$ cat src/rtl/objects_mux_layered_pkg.sv
// Shared types and helpers for the layered object mux: RGB332/RGB888 types,
// the default transparent colour key and the RGB332 -> 24-bit expansion.
package objects_mux_pkg;

  localparam int NUM_LAYERS_MAX = 16;

  typedef logic [7:0] rgb332_t;

  typedef struct packed {
    logic [7:0] r;
    logic [7:0] g;
    logic [7:0] b;
  } rgb888_t;

  localparam rgb332_t TRANSP_KEY_DEF = 8'hFF;

  // Bit-replicating expansion so full-scale 3/2-bit codes map to 8'hFF.
  function automatic rgb888_t expand332(input rgb332_t c);
    rgb888_t o;
    o.r = {c[7:5], c[7:5], c[7:6]};
    o.g = {c[4:2], c[4:2], c[4:3]};
    o.b = {c[1:0], c[1:0], c[1:0], c[1:0]};
    return o;
  endfunction

  // True when two or more bits of v are set.
  function automatic logic multi_hot(input logic [NUM_LAYERS_MAX-1:0] v);
    return (v & (v - NUM_LAYERS_MAX'(1))) != '0;
  endfunction

endpackage

$ cat src/rtl/objects_mux_layered_if.sv
// Pixel-side bus of the layered object mux. The master modport is the
// sprite/control side driving layer pixels and rank programming; the slave
// modport is the compositor itself.
interface objects_mux_layered_if #(
  parameter int NUM_LAYERS = 8,
  parameter int RANK_W     = $clog2(NUM_LAYERS)
);

  logic                    startOfFrame;
  logic [NUM_LAYERS-1:0]   layerReq;
  logic [NUM_LAYERS*8-1:0] layerRGB;
  logic [7:0]              backGroundRGB;
  logic                    prioWr;
  logic [RANK_W-1:0]       prioRank;
  logic [RANK_W-1:0]       prioLayer;
  logic [NUM_LAYERS-1:0]   layerEnNext;
  logic [7:0]              redOut;
  logic [7:0]              greenOut;
  logic [7:0]              blueOut;
  logic [NUM_LAYERS-1:0]   collFrame;
  logic                    collAny;

  modport master (
    output startOfFrame, layerReq, layerRGB, backGroundRGB,
           prioWr, prioRank, prioLayer, layerEnNext,
    input  redOut, greenOut, blueOut, collFrame, collAny
  );

  modport slave (
    input  startOfFrame, layerReq, layerRGB, backGroundRGB,
           prioWr, prioRank, prioLayer, layerEnNext,
    output redOut, greenOut, blueOut, collFrame, collAny
  );

endinterface

$ cat src/rtl/objects_mux_layered_rgb_priority_select.sv
// Combinational first-set finder over rank-ordered requests: the lowest
// rank slot with its request set supplies the colour, else the background.
module rgb_priority_select
  import objects_mux_pkg::*;
#(
  parameter int NUM_LAYERS = 8
) (
  input  logic [NUM_LAYERS-1:0]    i_eff,
  input  rgb332_t [NUM_LAYERS-1:0] i_rgb,
  input  rgb332_t                  i_bg,
  output rgb332_t                  o_rgb
);

  // Scan from the lowest priority upwards so the highest-priority hit is the last write.
  always_comb begin
    // NOTE: every output gets a default before the loop so no path leaves it unassigned and no latch is inferred.
    o_rgb = i_bg;
    for (int s = NUM_LAYERS - 1; s >= 0; s--) begin
      if (i_eff[s]) o_rgb = i_rgb[s];
    end
  end

endmodule

$ cat src/rtl/objects_mux_layered.sv
// Parametrised N-layer pixel compositor for the VGA path.
// Per pixel, the highest-ranked requesting layer wins (else background) and
// the RGB332 result is expanded to 24-bit. Rank table and layer enables are
// programmed into shadow copies and take effect at startOfFrame. Latency is
// 2 clk, one pixel per clock.
// Optional build macro: OBJMUX_COLLISION_EN enables per-frame collision
// reporting on collFrame/collAny; without it both are tied to 0.
module objects_mux_layered
  import objects_mux_pkg::*;
#(
  parameter int      NUM_LAYERS = 8,
  parameter int      RANK_W     = $clog2(NUM_LAYERS),
  parameter rgb332_t TRANSP_KEY = TRANSP_KEY_DEF
) (
  input logic                   clk,
  input logic                   resetN,
  objects_mux_layered_if.slave  bus
);

  logic [RANK_W-1:0]         r_shadow [NUM_LAYERS];
  logic [RANK_W-1:0]         r_active [NUM_LAYERS];
  logic [NUM_LAYERS-1:0]     r_active_en;

  rgb332_t                   w_layer_rgb [NUM_LAYERS];
  logic [RANK_W-1:0]         w_tab [NUM_LAYERS];
  logic [NUM_LAYERS-1:0]     w_en;
  logic [NUM_LAYERS-1:0]     w_eff;
  logic [NUM_LAYERS-1:0]     w_rank_eff;
  rgb332_t [NUM_LAYERS-1:0]  w_rank_rgb;
  logic                      w_wr_ok;

  logic [NUM_LAYERS-1:0]     r_s1_eff;
  rgb332_t [NUM_LAYERS-1:0]  r_s1_rgb;
  rgb332_t                   r_s1_bg;

  rgb332_t                   w_sel;
  rgb888_t                   r_out;

  // Out-of-range slot or layer indices are dropped rather than aliased.
  assign w_wr_ok = bus.prioWr
                && (int'(bus.prioRank)  < NUM_LAYERS)
                && (int'(bus.prioLayer) < NUM_LAYERS);

  // Shadow rank table: software writes land here at any time.
  always_ff @(posedge clk or negedge resetN) begin
    // NOTE: the tables are small flop arrays, not RAM, so each entry can and does take a reset value.
    if (!resetN) begin
      for (int r = 0; r < NUM_LAYERS; r++) r_shadow[r] <= RANK_W'(r);
    end else if (w_wr_ok) begin
      r_shadow[bus.prioRank] <= bus.prioLayer;
    end
  end

  // Active rank table and enables: copied from the shadow state only at frame start.
  always_ff @(posedge clk or negedge resetN) begin
    // NOTE: non-blocking assignments here mean a same-cycle shadow write is not seen; active gets the pre-write table.
    if (!resetN) begin
      for (int r = 0; r < NUM_LAYERS; r++) r_active[r] <= RANK_W'(r);
      r_active_en <= '1;
    end else if (bus.startOfFrame) begin
      for (int r = 0; r < NUM_LAYERS; r++) r_active[r] <= r_shadow[r];
      r_active_en <= bus.layerEnNext;
    end
  end

  // The startOfFrame pixel is the first pixel of the new frame, so it already uses the incoming table and enables.
  always_comb begin
    for (int r = 0; r < NUM_LAYERS; r++) begin
      w_tab[r]       = bus.startOfFrame ? r_shadow[r] : r_active[r];
      w_layer_rgb[r] = bus.layerRGB[8*r +: 8];
    end
    w_en = bus.startOfFrame ? bus.layerEnNext : r_active_en;
  end

  // Effective per-layer request, then reorder layers into rank order.
  always_comb begin
    w_eff      = '0;
    w_rank_eff = '0;
    w_rank_rgb = '0;
    for (int i = 0; i < NUM_LAYERS; i++) begin
      w_eff[i] = bus.layerReq[i] & w_en[i] & (w_layer_rgb[i] != TRANSP_KEY);
    end
    for (int s = 0; s < NUM_LAYERS; s++) begin
      w_rank_eff[s] = w_eff[w_tab[s]];
      w_rank_rgb[s] = w_layer_rgb[w_tab[s]];
    end
  end

  // Stage 1: register rank-ordered requests/colours and the matching background.
  always_ff @(posedge clk or negedge resetN) begin
    if (!resetN) begin
      r_s1_eff <= '0;
      r_s1_rgb <= '0;
      r_s1_bg  <= '0;
    end else begin
      r_s1_eff <= w_rank_eff;
      r_s1_rgb <= w_rank_rgb;
      r_s1_bg  <= bus.backGroundRGB;
    end
  end

  rgb_priority_select #(
    .NUM_LAYERS (NUM_LAYERS)
  ) u_select (
    .i_eff (r_s1_eff),
    .i_rgb (r_s1_rgb),
    .i_bg  (r_s1_bg),
    .o_rgb (w_sel)
  );

  // Stage 2: register the winning colour expanded to 24-bit.
  always_ff @(posedge clk or negedge resetN) begin
    if (!resetN) r_out <= '0;
    else         r_out <= expand332(w_sel);
  end

  assign bus.redOut   = r_out.r;
  assign bus.greenOut = r_out.g;
  assign bus.blueOut  = r_out.b;

`ifdef OBJMUX_COLLISION_EN
  logic [NUM_LAYERS-1:0] w_hits;
  logic [NUM_LAYERS-1:0] r_coll_acc;
  logic [NUM_LAYERS-1:0] r_coll_frame;
  logic                  r_coll_any;

  // A layer collides on a pixel when it is effective together with at least one other layer.
  assign w_hits = multi_hot(NUM_LAYERS_MAX'(w_eff)) ? w_eff : '0;

  // Accumulate hits over a frame; publish and restart at frame start.
  always_ff @(posedge clk or negedge resetN) begin
    if (!resetN) begin
      r_coll_acc   <= '0;
      r_coll_frame <= '0;
      r_coll_any   <= 1'b0;
    end else if (bus.startOfFrame) begin
      r_coll_frame <= r_coll_acc;
      r_coll_any   <= |r_coll_acc;
      r_coll_acc   <= w_hits;
    end else begin
      r_coll_acc   <= r_coll_acc | w_hits;
    end
  end

  assign bus.collFrame = r_coll_frame;
  assign bus.collAny   = r_coll_any;
`else
  assign bus.collFrame = '0;
  assign bus.collAny   = 1'b0;
`endif

endmodule
$ cat src/flat_wrapper.sv
// flat-port wrapper written by rule: the top's interface ports become plain ports
module objects_mux_layered_flat import objects_mux_pkg::*;
#(
  parameter int      NUM_LAYERS = 8,
  parameter int      RANK_W     = $clog2(NUM_LAYERS),
  parameter rgb332_t TRANSP_KEY = TRANSP_KEY_DEF
)
  (clk, resetN, bus_startOfFrame, bus_layerReq, bus_layerRGB, bus_backGroundRGB, bus_prioWr, bus_prioRank, bus_prioLayer, bus_layerEnNext, bus_redOut, bus_greenOut, bus_blueOut, bus_collFrame, bus_collAny);
  objects_mux_layered_if #(.NUM_LAYERS(NUM_LAYERS), .RANK_W(RANK_W)) bus_i ();
  input logic clk;
  input logic resetN;
  input wire logic [$bits(bus_i.startOfFrame)-1:0] bus_startOfFrame;
  input wire logic [$bits(bus_i.layerReq)-1:0] bus_layerReq;
  input wire logic [$bits(bus_i.layerRGB)-1:0] bus_layerRGB;
  input wire logic [$bits(bus_i.backGroundRGB)-1:0] bus_backGroundRGB;
  input wire logic [$bits(bus_i.prioWr)-1:0] bus_prioWr;
  input wire logic [$bits(bus_i.prioRank)-1:0] bus_prioRank;
  input wire logic [$bits(bus_i.prioLayer)-1:0] bus_prioLayer;
  input wire logic [$bits(bus_i.layerEnNext)-1:0] bus_layerEnNext;
  output wire logic [$bits(bus_i.redOut)-1:0] bus_redOut;
  output wire logic [$bits(bus_i.greenOut)-1:0] bus_greenOut;
  output wire logic [$bits(bus_i.blueOut)-1:0] bus_blueOut;
  output wire logic [$bits(bus_i.collFrame)-1:0] bus_collFrame;
  output wire logic [$bits(bus_i.collAny)-1:0] bus_collAny;
  assign bus_i.startOfFrame = bus_startOfFrame;
  assign bus_i.layerReq = bus_layerReq;
  assign bus_i.layerRGB = bus_layerRGB;
  assign bus_i.backGroundRGB = bus_backGroundRGB;
  assign bus_i.prioWr = bus_prioWr;
  assign bus_i.prioRank = bus_prioRank;
  assign bus_i.prioLayer = bus_prioLayer;
  assign bus_i.layerEnNext = bus_layerEnNext;
  assign bus_redOut = bus_i.redOut;
  assign bus_greenOut = bus_i.greenOut;
  assign bus_blueOut = bus_i.blueOut;
  assign bus_collFrame = bus_i.collFrame;
  assign bus_collAny = bus_i.collAny;
  objects_mux_layered #(.NUM_LAYERS(NUM_LAYERS), .RANK_W(RANK_W), .TRANSP_KEY(TRANSP_KEY)) u_core (.clk(clk), .resetN(resetN), .bus(bus_i));
endmodule
$ cat config.mk
export PLATFORM = sky130hd
export DESIGN_NAME = objects_mux_layered_flat
export DESIGN_NICKNAME = d
export VERILOG_FILES = /design/src/rtl/objects_mux_layered_pkg.sv /design/src/rtl/objects_mux_layered_if.sv /design/src/rtl/objects_mux_layered_rgb_priority_select.sv /design/src/rtl/objects_mux_layered.sv /design/src/flat_wrapper.sv
export SDC_FILE = /design/constraint.sdc
export NUM_CORES = 1
export LEC_CHECK = 0
export BUFFER_PORTS_ARGS = -buffer_cell sky130_fd_sc_hd__clkbuf_2
export CAP_MARGIN = 20
export CORE_MARGIN = 2
export CORE_UTILIZATION = 55
export DETAILED_ROUTE_END_ITERATION = 8
export MAX_ROUTING_LAYER = met4
export PLACE_DENSITY = 0.76
export SETUP_SLACK_MARGIN = 0.3
export SLEW_MARGIN = 10
export SYNTH_ARGS = -nofsm -noshare
export SYNTH_HDL_FRONTEND = slang
export SYNTH_SLANG_ARGS = --single-unit
$ cat constraint.sdc
create_clock -name clk -period 3.85 [get_ports clk]
set_input_delay 0.385 -clock clk [delete_from_list [all_inputs] [get_ports clk]]
set_output_delay 0.385 -clock clk [all_outputs]
set_load 0.02 [all_outputs]
---- Yosys cells after proc, flatten, opt, wreduce, memory -nomap -nowiden ----
Cells that the tools add are included.
word-level totals
  bits in registers ....................... 160
  bits in latches ......................... 0
  bits in writable memories ............... 0
  memory bits (read-only) ................. 0
  input bits .............................. 98
  output and inout bits ................... 33
  word-level logic and storage cells ...... 142
  memories kept ........................... 0
cells by class
  add/sub/neg operators ................... 0
  $mul .................................... 0
  divide/modulo/power cells ............... 0
  $lt $le $gt $ge ......................... 18
  equal/unequal tests ..................... 8
  shift-type cells ........................ 0
  multiplexer cells ....................... 60
  bitwise operators ....................... 25
  reduce and logical (&&, ||, !) cells .... 1
operators by type and width
  kind                number
  $mux 8              25
  $bmux 8 s3          8
  $ne 8x8->1 const B  8
  $ge 4x4->1 const B  9
  $not 3->4           9
  $lt 3x4->1 const B  8
  $mux 3              9
  $bmux 1 s3          8
  $bwmux 24           1
  $and 1x1->1         16
  $demux 3 s3         1
  $mux 1              8
  $lt 4x1->1 const B  1
  $logic_and 1x1->1   1

---- Depth between registers and ports, before layout ----
  word-level depth ........................ 8
  depth in mapped cells ................... 9
  gate-level depth less buffers ........... 6

---- Hierarchy ----
Synthesis repeated with hierarchy kept, for this count alone.
unflattened totals
  cell total of the unflattened synthesis .. 1593
  area, all modules ....................... 10889.2 µm²
by module, submodules not included
  module               times used  cells each  area each (µm²)
  objects_mux_layered  1           1496        10309.9
  rgb_priority_select  1           97          579.3

---- Least setup slack after synthesis ----
OpenSTA, ideal clock, no wires.
  kind .................................... input -> register
  start point ............................. in bus_startOfFrame
  end point ............................... reg u_core.r_s1_rgb[0] (netlist bit)
  setup time .............................. 139 ps
  data arrival time ....................... 1608 ps
  required time ........................... 3711 ps
  setup slack ............................. 2103 ps
  cell stages on the path ................. 9
  buffers on the path ..................... 5
  cells stage by stage .................... buf_6 -> buf_12 -> buf_8 -> mux2i_1 -> buf_4 -> buf_4 -> nand3_1 -> nand3_1 -> o21ai_0
RTL lines
  what                    RTL line                   source
  start: declaration      flat_wrapper.sv:12         input wire logic [$bits(bus_i.startOfFrame)-1:0] bus_startOfFrame;
  end signal: assignment  objects_mux_layered.sv:97  r_s1_rgb <= w_rank_rgb;
  end: declaration        objects_mux_layered.sv:33  rgb332_t [NUM_LAYERS-1:0] r_s1_rgb;

---- Worst setup path in the final report ----
  start point ............................. in bus_startOfFrame
  end point ............................... reg u_core.r_s1_eff[6]
on the way
  word-level cells in the longest chain between the ends .. 5
  elaborated cells between the ends (all ways) .. 20
  classes of those cells .................. mux: 4; bitwise: 16
ends and longest elaborated chain
  what                            RTL line                   source
  $mux 8                          n/a
  named net u_core.w_en[0]        objects_mux_layered.sv:26  logic [NUM_LAYERS-1:0] w_en;
  $and 1x1->1 (2 in a row)        objects_mux_layered.sv:81  w_eff[i] = bus.layerReq[i] & w_en[i] & (w_layer_rgb[i] != TRANSP_KEY);
  $bmux 1 s3                      objects_mux_layered.sv:84  w_rank_eff[s] = w_eff[w_tab[s]];
  $mux 1 (implied by the code)    objects_mux_layered.sv:84
  named net u_core.w_rank_eff[6]  objects_mux_layered.sv:28  logic [NUM_LAYERS-1:0] w_rank_eff;
  end signal: assignment          objects_mux_layered.sv:96  r_s1_eff <= w_rank_eff;
  end: declaration                objects_mux_layered.sv:32  logic [NUM_LAYERS-1:0] r_s1_eff;
The timed path passes the listed nets, and every way through them passes these cells. The select of a mux whose other input is x is not followed.
A chain may end at the register's enable or synchronous reset.

==> metrics.txt <==
GRT overflow=0; largest net degree at the start of global routing=85; synthesized area per cell=between 6 and 7 sq um; crit path time final=approximately 2.5 ns; DR pass1 iterations=7; HP Class=input port to asynchronous set/reset pin; failing checks=hold timing; power density cells=667 nW/um^2; postcts setup bufs=0; worst slew pin tran=approximately 1.0 ns; most frequent cell after synthesis=nand2_1; post-route setup slack=roughly 1.3 ns; EDFF count, synth=0; CP max stage delay=~0.76 ns; post-route cell area=roughly 12,000 sq um; count of input and output buffers=121; ranking of synthesized cells by area=dfrtp_1, nand2_1, nand3_1, dfstp_2, mux2_2; Vias=11.8k; vias in the first global route=approximately 11k; VDD IR max=approximately 0.43 mV; Die Wd=about 140 um; I/O Pins=between 100 and 150; dpl cell area=between 10,000 and 15,000 sq um; clock sinks=144; #FFs+latches synth=between 100 and 150; Yosys cell types=34; Synth top area share=about 26%; critical path fanouts, max=23; leading cell types by count after synthesis=nand2_1, nand3_1, dfrtp_1; clock buffer depth=2; Max-slew headroom=between 30% and 40%; # H-tree levels=4; worst skew pair latency=between 0.4 and 0.5 ns; clk root buf=clkbuf_16; Cell Area, Synth=around 11,000 sq um; CP Class=input port to register; Main synth FF type=dfrtp_1; status=finished, violations left; final net count=about 1.7k; max-cap check violation count=0; cell taking the most area after synthesis=dfrtp_1; PostCTS Resize Cnt=0; Worst Clk Skew=~0.0094 ns; Setup WS pre-CTS=between 0.9 and 1 ns; Die Y-Extent=about 140 um; worst hold margin=-0.00351 ns; Num CTS Buffers=17; wire per inst=between 20 and 25 um; CTS tree=done; drt total wl=41,700 um; crit-path cells=clkbuf_2 > buf_4 > mux2_2 > o211ai_1 > mux2i_1 > a211oi_1 > a21oi_1; antenna-violating nets left=0; cts hold-fix bufs=0; first-pass GRT wire length=63,400 um; ratio of cells with drive above 1 in the final layout=between 15 and 20%; WP data arrival=around 2.9 ns; final weighted congestion in routability-driven placement=~1; Critical Path RT=approximately 4.2 ns; CP endpoint kind=register; fin. max-slew vios=0; core area=between 15,000 and 20,000 sq um; CP max stage cell=clkbuf_2; FFs w/ async S/R, synth=100%; Hold Violations, Final=1; DRT iter0 DRCs=between 2k and 2.5k; Pwr Total=between 7 and 8 mW; leakage dissipation=5.51 nW; RSZ-0062 raised after global routing=false; Tcrit/Tclk final=between 60% and 70%; Fin Setup TNS=0 ns; row cnt=just over 50; cells after synthesis=between 1.5k and 2k; setup violators final=0; clock-pin transition on the worst setup and hold timing paths=0.07 ns; Overall Global Routing Usage=a little over two fifths; area delta synth->final=8.24%; sequential area share after synthesis=33.8%; area of the die=20,700 sq um; Max Clock Freq=just under 400 MHz; initial antenna violation count=3; DR DRC count=0; Final HPWL DP=about 27,000 um; via/cell ratio=between 6 and 7; Yosys warning count=0; initial core utilization=a little under three fifths; crit path launch type=input port
## report_power, final
group | switching (mW) | total [mW] | internal (mW)
Sequential | 0.388 | 2.46 | 2.07
Combinational | 2.41 | 3.59 | 1.18
Clock | 0.763 | 1.74 | 0.977
Total | 3.56 | 7.79 | 4.23
## sequential cells by signal (all words and copies together), names as in the netlist, 3 cells and up
name / cells
u_core.r_shadow: 24
u_core.bus.greenOut: 3
u_core.r_active: 24
u_core.bus.redOut: 3
u_core.r_s1_eff: 8
u_core.r_s1_bg: 8
u_core.r_active_en: 8
u_core.r_s1_rgb: 64
## layer usage
| metal | up-vias | routed length, um | GRT usage (%) |
|---|---|---|---|
| met1 | 5382 | 15600 | 54.7 |
| met4 | 0 | 3040 | 23.2 |
| li1 | 5205 | - | - |
| met3 | 269 | 6110 | 12.5 |
| met5 | - | 0 | - |
| met2 | 986 | 16900 | 60.2 |
## worst max-delay path: cells and delay by family
kind / cells / cell delay (ns)
mux: 2 / 0.59
compound gates: 3 / 0.81
buf+inv: 2 / 1.06
## through the flow
step,cells,utilization [%]
after global routing,1847,60.4
after detailed placement,1812,57.3
after floorplan,1591,-
after CTS,1844,60.3
after global placement,1812,57.3
final,1847,60.4
## logic make-up (layout without fill, tap and decap cells)
family,after synthesis,count (layout),share of synthesized area [%]
and+or+nand+nor,982,982,39.1
buffers and inverters,224,212,9.93
AOI/OAI and AO/OA,152,152,8.24
DFF,144,144,33.8
muxes,80,80,8.89
other,1,12,0.0348
## path summary, 6_finish.rpt
kind | startpoint | endpoint | slack (ns) | cells after the start
setup reg to reg | u_core.r_s1_eff[7]$_DFF_PN0_ | u_core.bus.greenOut[6]$_DFF_PN0_ | 1.67 | 5
hold reg to reg | u_core.r_s1_rgb[13]$_DFF_PN0_ | u_core.bus.redOut[2]$_DFF_PN0_ | 0.50 | 2
max in group asynchronous | resetN | u_core.r_active_en[2]$_DFF_PN1_ | 3.03 | 2
setup / recovery | bus_startOfFrame | u_core.r_s1_eff[6]$_DFF_PN0_ | 1.31 | 7
min in group clk | bus_backGroundRGB[7] | u_core.r_s1_bg[7]$_DFF_PN0_ | 0.04 | 1
hold / removal | resetN | u_core.r_active[3]$_DFFE_PN0P_ | -0.004 | 1
## cell usage in the layout, fill, tap and decap left out
cell	instances
diode_2	3
bufinv_16	2
clkbuf_2	120
nor2_1	17
o31ai_1	16
inv_2	10
conb_1	9
nand3_1	320
nand2_1	578
mux2i_2	13
buf_4	26
nor2b_1	9
inv_8	3
a21oi_1	25
nand2b_1	1
nor3_1	34
clkinvlp_4	3
mux2_4	1
inv_6	5
nand4_1	17
nand4b_1	3
inv_1	22
clkinv_4	1
clkbuf_1	1
dfstp_2	32
dfrtp_1	112
mux2_2	39
mux2i_4	8
nor3b_1	2
buf_6	1
or2_2	1
a211oi_1	8
clkbuf_16	17
buf_12	1
a22oi_1	7
o21ai_0	80
mux2i_1	19
a221oi_1	8
o211ai_1	8
## area by class of cell
cell class                      count  area, sq um
Tap cell                          265          332
Antenna cell                        3         7.51
Clock inverter                     14          169
Clock buffer                       18          429
Sequential cell                   144         3640
Timing Repair Buffer              148          827
Inverter                           32          120
Multi-Input combinational cell   1223         6150
Fill cell                        1837         7660
No activity file was read; power rests on OpenSTA's default activity.
